===== src/rtl/uart_link_ctrl.sv =====
// Round-robin TX arbiter and one-byte RX holding register in front of a single uart.
// Optional busy-ack timeout: define UART_LINK_TIMEOUT_EN.
module uart_link_ctrl #(
  parameter int NREQ        = 4,
  parameter int ACK_TIMEOUT = 4096
) (
  input  logic              clk_100,
  input  logic              rst_n,
  input  logic [NREQ-1:0]   req,
  input  logic [8*NREQ-1:0] req_data,
  output logic [NREQ-1:0]   gnt,
  output logic              uart_send,
  output logic [7:0]        uart_data_in,
  input  logic              uart_busy,
  input  logic              uart_ready,
  input  logic [7:0]        uart_data_out,
  output logic              uart_clr,
  output logic              rx_valid,
  output logic [7:0]        rx_data,
  input  logic              rx_ack,
  output logic              rx_overrun,
  output logic              tx_err
);

  localparam int IDXW = $clog2(NREQ);

  localparam logic [1:0] T_IDLE  = 2'd0;
  localparam logic [1:0] T_SEND  = 2'd1;
  localparam logic [1:0] T_DRAIN = 2'd2;

  localparam logic [1:0] R_IDLE  = 2'd0;
  localparam logic [1:0] R_CLR   = 2'd1;
  localparam logic [1:0] R_WAIT  = 2'd2;

  logic            busy_meta_r;
  logic            busy_s;
  logic            ready_meta_r;
  logic            ready_s;
  logic [1:0]      tx_state_r;
  logic [1:0]      rx_state_r;
  logic [IDXW-1:0] last_r;
  logic [IDXW-1:0] pick_idx_s;
  logic            pick_found_s;
  logic [NREQ-1:0] gnt_r;
  logic            uart_send_r;
  logic [7:0]      uart_data_in_r;
  logic            tx_err_r;
  logic            uart_clr_r;
  logic            rx_valid_r;
  logic [7:0]      rx_data_r;
  logic            rx_overrun_r;

`ifdef UART_LINK_TIMEOUT_EN
  localparam int CNT_W = $clog2(ACK_TIMEOUT + 1);
  logic [CNT_W-1:0] tmo_cnt_r;
`endif

  // First requesting index after l, wrapping; returns {found, index}.
  function automatic logic [IDXW:0] rr_pick(input logic [NREQ-1:0] r, input logic [IDXW-1:0] l);
    logic [IDXW:0] res;
    int            idx;
    res = {(IDXW+1){1'b0}};
    for (int k = NREQ; k >= 1; k--) begin
      idx = (int'(l) + k) % NREQ;
      if (r[idx]) begin
        res = {1'b1, idx[IDXW-1:0]};
      end
    end
    return res;
  endfunction

  // Round-robin selection for the next grant.
  always_comb begin
    {pick_found_s, pick_idx_s} = rr_pick(req, last_r);
  end

  // Two-flop synchronizers for the uart status lines.
  always_ff @(posedge clk_100 or negedge rst_n) begin
    if (!rst_n) begin
      busy_meta_r  <= 1'b0;
      busy_s       <= 1'b0;
      ready_meta_r <= 1'b0;
      ready_s      <= 1'b0;
    end else begin
      busy_meta_r  <= uart_busy;
      busy_s       <= busy_meta_r;
      ready_meta_r <= uart_ready;
      ready_s      <= ready_meta_r;
    end
  end

  // TX sequencing: grant, hold send until busy seen, wait for busy to clear.
  always_ff @(posedge clk_100 or negedge rst_n) begin
    if (!rst_n) begin
      tx_state_r     <= T_IDLE;
      last_r         <= IDXW'(NREQ - 1);
      gnt_r          <= {NREQ{1'b0}};
      uart_send_r    <= 1'b0;
      uart_data_in_r <= 8'h00;
      tx_err_r       <= 1'b0;
`ifdef UART_LINK_TIMEOUT_EN
      tmo_cnt_r      <= {CNT_W{1'b0}};
`endif
    end else begin
      gnt_r    <= {NREQ{1'b0}};
      tx_err_r <= 1'b0;
      case (tx_state_r)
        T_IDLE: begin
          if (!busy_s && pick_found_s) begin
            gnt_r          <= NREQ'(1'b1) << pick_idx_s;
            uart_data_in_r <= req_data[8*pick_idx_s +: 8];
            last_r         <= pick_idx_s;
            uart_send_r    <= 1'b1;
            tx_state_r     <= T_SEND;
`ifdef UART_LINK_TIMEOUT_EN
            tmo_cnt_r      <= {CNT_W{1'b0}};
`endif
          end
        end
        T_SEND: begin
          if (busy_s) begin
            uart_send_r <= 1'b0;
            tx_state_r  <= T_DRAIN;
          end
`ifdef UART_LINK_TIMEOUT_EN
          // Byte is abandoned; last_r keeps its advance so the next requester goes first.
          else if (tmo_cnt_r == CNT_W'(ACK_TIMEOUT - 1)) begin
            uart_send_r <= 1'b0;
            tx_err_r    <= 1'b1;
            tx_state_r  <= T_IDLE;
          end else begin
            tmo_cnt_r <= tmo_cnt_r + CNT_W'(1);
          end
`endif
        end
        T_DRAIN: begin
          if (!busy_s) begin
            tx_state_r <= T_IDLE;
          end
        end
        default: begin
          uart_send_r <= 1'b0;
          tx_state_r  <= T_IDLE;
        end
      endcase
    end
  end

  // RX capture, one-cycle clr, and wait for ready to fall before re-arming.
  always_ff @(posedge clk_100 or negedge rst_n) begin
    if (!rst_n) begin
      rx_state_r   <= R_IDLE;
      uart_clr_r   <= 1'b0;
      rx_valid_r   <= 1'b0;
      rx_data_r    <= 8'h00;
      rx_overrun_r <= 1'b0;
    end else begin
      rx_overrun_r <= 1'b0;
      if (rx_valid_r && rx_ack) begin
        rx_valid_r <= 1'b0;
      end
      case (rx_state_r)
        R_IDLE: begin
          if (ready_s) begin
            rx_data_r    <= uart_data_out;
            rx_valid_r   <= 1'b1;
            rx_overrun_r <= rx_valid_r & ~rx_ack;
            rx_state_r   <= R_CLR;
          end
        end
        R_CLR: begin
          uart_clr_r <= 1'b1;
          rx_state_r <= R_WAIT;
        end
        R_WAIT: begin
          uart_clr_r <= 1'b0;
          if (!ready_s) begin
            rx_state_r <= R_IDLE;
          end
        end
        default: begin
          uart_clr_r <= 1'b0;
          rx_state_r <= R_IDLE;
        end
      endcase
    end
  end

  assign gnt          = gnt_r;
  assign uart_send    = uart_send_r;
  assign uart_data_in = uart_data_in_r;
  assign tx_err       = tx_err_r;
  assign uart_clr     = uart_clr_r;
  assign rx_valid     = rx_valid_r;
  assign rx_data      = rx_data_r;
  assign rx_overrun   = rx_overrun_r;

endmodule

===== config.mk =====
export PLATFORM = sky130hd
export DESIGN_NAME = uart_link_ctrl
export DESIGN_NICKNAME = d
export VERILOG_FILES = /design/src/rtl/uart_link_ctrl.sv
export SDC_FILE = /design/constraint.sdc
export NUM_CORES = 1
export LEC_CHECK = 0
export ABC_AREA = 1
export BUFFER_PORTS_ARGS = -buffer_cell sky130_fd_sc_hd__buf_2
export CAP_MARGIN = 20
export CORE_MARGIN = 2
export CORE_UTILIZATION = 52
export CTS_CLUSTER_DIAMETER = 100
export DETAILED_ROUTE_END_ITERATION = 6
export HOLD_SLACK_MARGIN = 0.05
export PLACE_DENSITY = 0.88
export SYNTH_ARGS = -nofsm -noshare
export SYNTH_HDL_FRONTEND = slang
export SYNTH_SLANG_ARGS = --single-unit

===== constraint.sdc =====
create_clock -name clk_100 -period 4 [get_ports clk_100]
set_input_delay 0.6 -clock clk_100 [delete_from_list [all_inputs] [get_ports clk_100]]
set_output_delay 0.6 -clock clk_100 [all_outputs]
set_load 0.01 [all_outputs]

==> summary.md <==
| Metric | Value |
|---|---|
| Placed Area | 2230 um2 |
| Worst Path Arrival | 2240 ps |
| Post-DR wirelength/cell | 10.8 um |
| Cell Count, Final, Fillers Out | 350 |
| # hold bufs at CTS | 0 |
| Avg Inst Size Synth | 8.10 um2 |
| Top FF cell, synth | dfrtp_1 |
| Reg area | 853 um2 |
| Area fraction of the dominant cell type after synthesis | 43.0% |
| Vias per inst | 4.75 |
| Post-synth EDFFs | 0 |
| Multi-input gate area | 798 um2 |
| Post-cts repair resize count | 0 |
| Netlist cell types | 30 |
| GR Util All Layers | 20.6% |
| Setup Skew | 8.48 ps |
| CP most frequent cell | nand2_2 |
| Die X | 63.9 um |
| Kind of critical path | flip-flop to flip-flop |
| Worst-path cell chain | inv_8, nand2_2, nand3_1, nand2_1, inv_2, nand2_2, nand2_2, nand2_4, nand2_4, inv_2, nand2_1, nand3_1, nand3_2 |
| Status | completed |
| # DRC | 0 |
| Nets | 353 |
| Net load switching power | 857 uW |
| Final worst-path setup slack | 1960 ps |
| Internal power | 974 uW |
| Drt initial violations | 91 |
| CTS Buffer Depth | 2 |
| Postcts setup bufs | 0 |
| Final setup violation count | 0 |
| Combinational share of power | 54.6% |
| Full die area | 4080 um2 |
| Synthesized area | 1860 um2 |
| Tightest Pin Transition | 719 ps |
| Most frequent cells after synthesis | nand2_1 (79), inv_1 (34), dfrtp_1 (32) |
| First-pass GRT wire length | 6.58 mm |
| Clk pwr share | 13.7% |
| Seq/Total Area, Yosys | 45.8% |
| Fillers | 289 |
| Layout cell share with drive strength beyond 1 | 40.5% |
| Worst Setup Start Kind | flip-flop |
| HPWL after DPL | 2.96 mm |
| Vias | 1,661 |
| Worst hold path class | input port to async pin |
| Slowest cell on the critical path | dfstp_2 |
| Slew HR | 52.1% |
| CTS sink cnt | 34 |
| Final min period | 2040 ps |
| Layout area overhead | 24.1% |
| Core area | 3390 um2 |
| CTS tree | yes |
| Yosys warns | 0 |
| Max frequency | 491 MHz |
| Remaining antenna violation count after routing | 0 |
| Number of global-route vias before repair | 1,615 |
| Required time of the critical path | 4210 ps |
| Yosys top cell by area | dfrtp_1 |
| Num CTS Buffers | 5 |
| First-pass detailed-route iteration total | 4 |
| Initial antenna violation count | 0 |
| # IOs | 74 |
| Htree depth | 2 |
| Max Cap Viol | 0 |
| Largest net degree at the start of global routing | 35 |
| Final WL | 3.77 mm |
| Final Max Tran Viols | 0 |
| Endpoints failing hold | 0 |
| Worst-case reg-to-reg path depth | 13 |
| CP top delay family | simple AND/OR/NAND/NOR gates |
| Ant. Diodes | 0 |
| Power Dens Cells | 792 nW/um2 |
| Final non-filler cell area | 2310 um2 |
| Final period utilization | 50.9% |
| Count of input and output buffers | 72 |
| WP depth | 13 |
| Placed Cells | 343 |
| Setup_tns | 0 ps |
| Synthesized Nets | 279 |
| Crit. End Element | flip-flop |
| Leakage power | 1.37 nW |
| Top cells by area, synth | dfrtp_1 (43%), nand2_1 (16%), inv_1 (6.9%) |
| Count leader, synth | nand2_1 |
| Synthesis-stage register bit count | 34 |
| Clock Latency Late Sink | 320 ps |
| CP Buf/Inv Count | 3 |
| Die height | 63.9 um |
| Switching Fraction | 46.8% |
| CP peak stage delay | 670 ps |
| Reg power frac | 31.7% |
| Global route overflow | 0 |
| Std cell rows | 21 |
| Post-Syn Instances | 230 |
| Clock-pin slew on the worst setup and hold paths | 100 ps |
| Initial core utilization | 55.0% |
| RD Place Congestion | 0.824 |
| Final Util | 68.2% |
| CP Max Fanout | 27 |
| Worst IR Drop VDD | 0.393 mV |
| Async S/R FF share, synth | 100% |
| Clock root cell | clkbuf_4 |
| Place WS | 1970 ps |
| RSZ-0062 raised after global routing | no |
[cells by family after synthesis]
group	share of synthesized area, %
simple gates	35.5
other cells	0.201
buf+inv	11.3
flops	45.8
compound gates	7.12
[final timing paths]
path | startpoint | end | slack (ps)
worst max-delay path | last_r[0] | uart_data_in[5] | 1960
worst min-delay path | rst_n | tx_state_r[0] | 320
worst max register to register | last_r[0] | uart_data_in[5] | 1960
worst min register to register | busy_meta_r | busy_s | 360
max in group asynchronous | rst_n | busy_meta_r | 3220
min in group clk_100 | busy_meta_r | busy_s | 360
[metal layers]
layer  share of wire (%)  track usage [%]  wire (um)  vias to the layer above
met5                   0                0          0                        -
met4                 1.4             7.61         51                        0
met3                 5.4             4.93        202                        4
met2                  51             36.6       1940                       56
met1                  42             23.8       1580                      758
li1                    -                -          -                      843
[worst register-to-register path, stage by stage (launching register included)]
cell     delay [ps]
dfstp_2         670
inv_8            80
nand2_2          70
nand3_1          90
nand2_1         100
inv_2            40
nand2_2          80
nand2_2          70
nand2_4          70
nand2_4         190
inv_2           200
nand2_1          80
nand3_1         110
nand3_2          80
[per-stage QoR]
| step | total power [mW] | hold slack (ps) |
|---|---|---|
| floorplan | 1.40 | 304 |
| global placement | 1.55 | 333 |
| detailed placement | 1.59 | 343 |
| CTS | 1.85 | 332 |
| global route | 1.99 | 347 |
| finish | 1.83 | 323 |
[area by class of cell]
cell class              instances  area share [%]
clock buffers                   6            2.22
clock inverters                 1            1.30
inverters                      41            6.98
multi-input cells             150            34.5
flip-flops and latches         34            36.9
well taps                      46            2.49
repair buffers                 72            15.6
[cells in the final DEF, fill, tap and decap left out]
cell,netlist,final
o21ai_2,1,1
o31ai_1,1,1
nand2_2,15,15
nor2_4,2,2
nor2_8,1,1
a21oi_1,1,1
inv_2,5,5
bufinv_16,0,1
nor3_2,1,1
dfstp_2,2,2
clkbuf_4,0,5
buf_2,1,72
nor2_1,10,10
o211ai_2,7,7
nand4_1,1,1
o21ai_0,3,3
inv_1,34,34
nand2_4,2,2
nand3_4,1,1
nand3_1,18,18
and2_4,1,1
nand2_1,79,79
inv_8,1,1
clkbuf_8,0,1
nand3_2,3,3
clkinv_1,1,1
dfrtp_1,32,32
a21oi_2,1,1
nor2_2,1,1
conb_1,1,1
[state kept, by name, indices dropped and copies added, names as in the netlist]
| register | cells |
|---|---|
| tx_state_r | 2 |
| rx_valid | 1 |
| rx_data | 8 |
| rx_state_r | 2 |
| uart_data_in | 8 |
| ready_s | 1 |
| busy_meta_r | 1 |
| rx_overrun | 1 |
| uart_clr | 1 |
| ready_meta_r | 1 |
| busy_s | 1 |
| gnt | 4 |
| uart_send | 1 |
| last_r | 2 |
[power groups by stage]
stage / clock [mW] / sequential (mW) / combinational (mW)
final: 0.251 / 0.580 / 1.00
after global routing: 0.273 / 0.598 / 1.12
after CTS: 0.256 / 0.579 / 1.01
after detailed placement: 0 / 0.586 / 1.01
after global placement: 0 / 0.582 / 0.969
after floorplan: 0 / 0.617 / 0.783
Note: power is estimated with default switching activity, not from simulation.
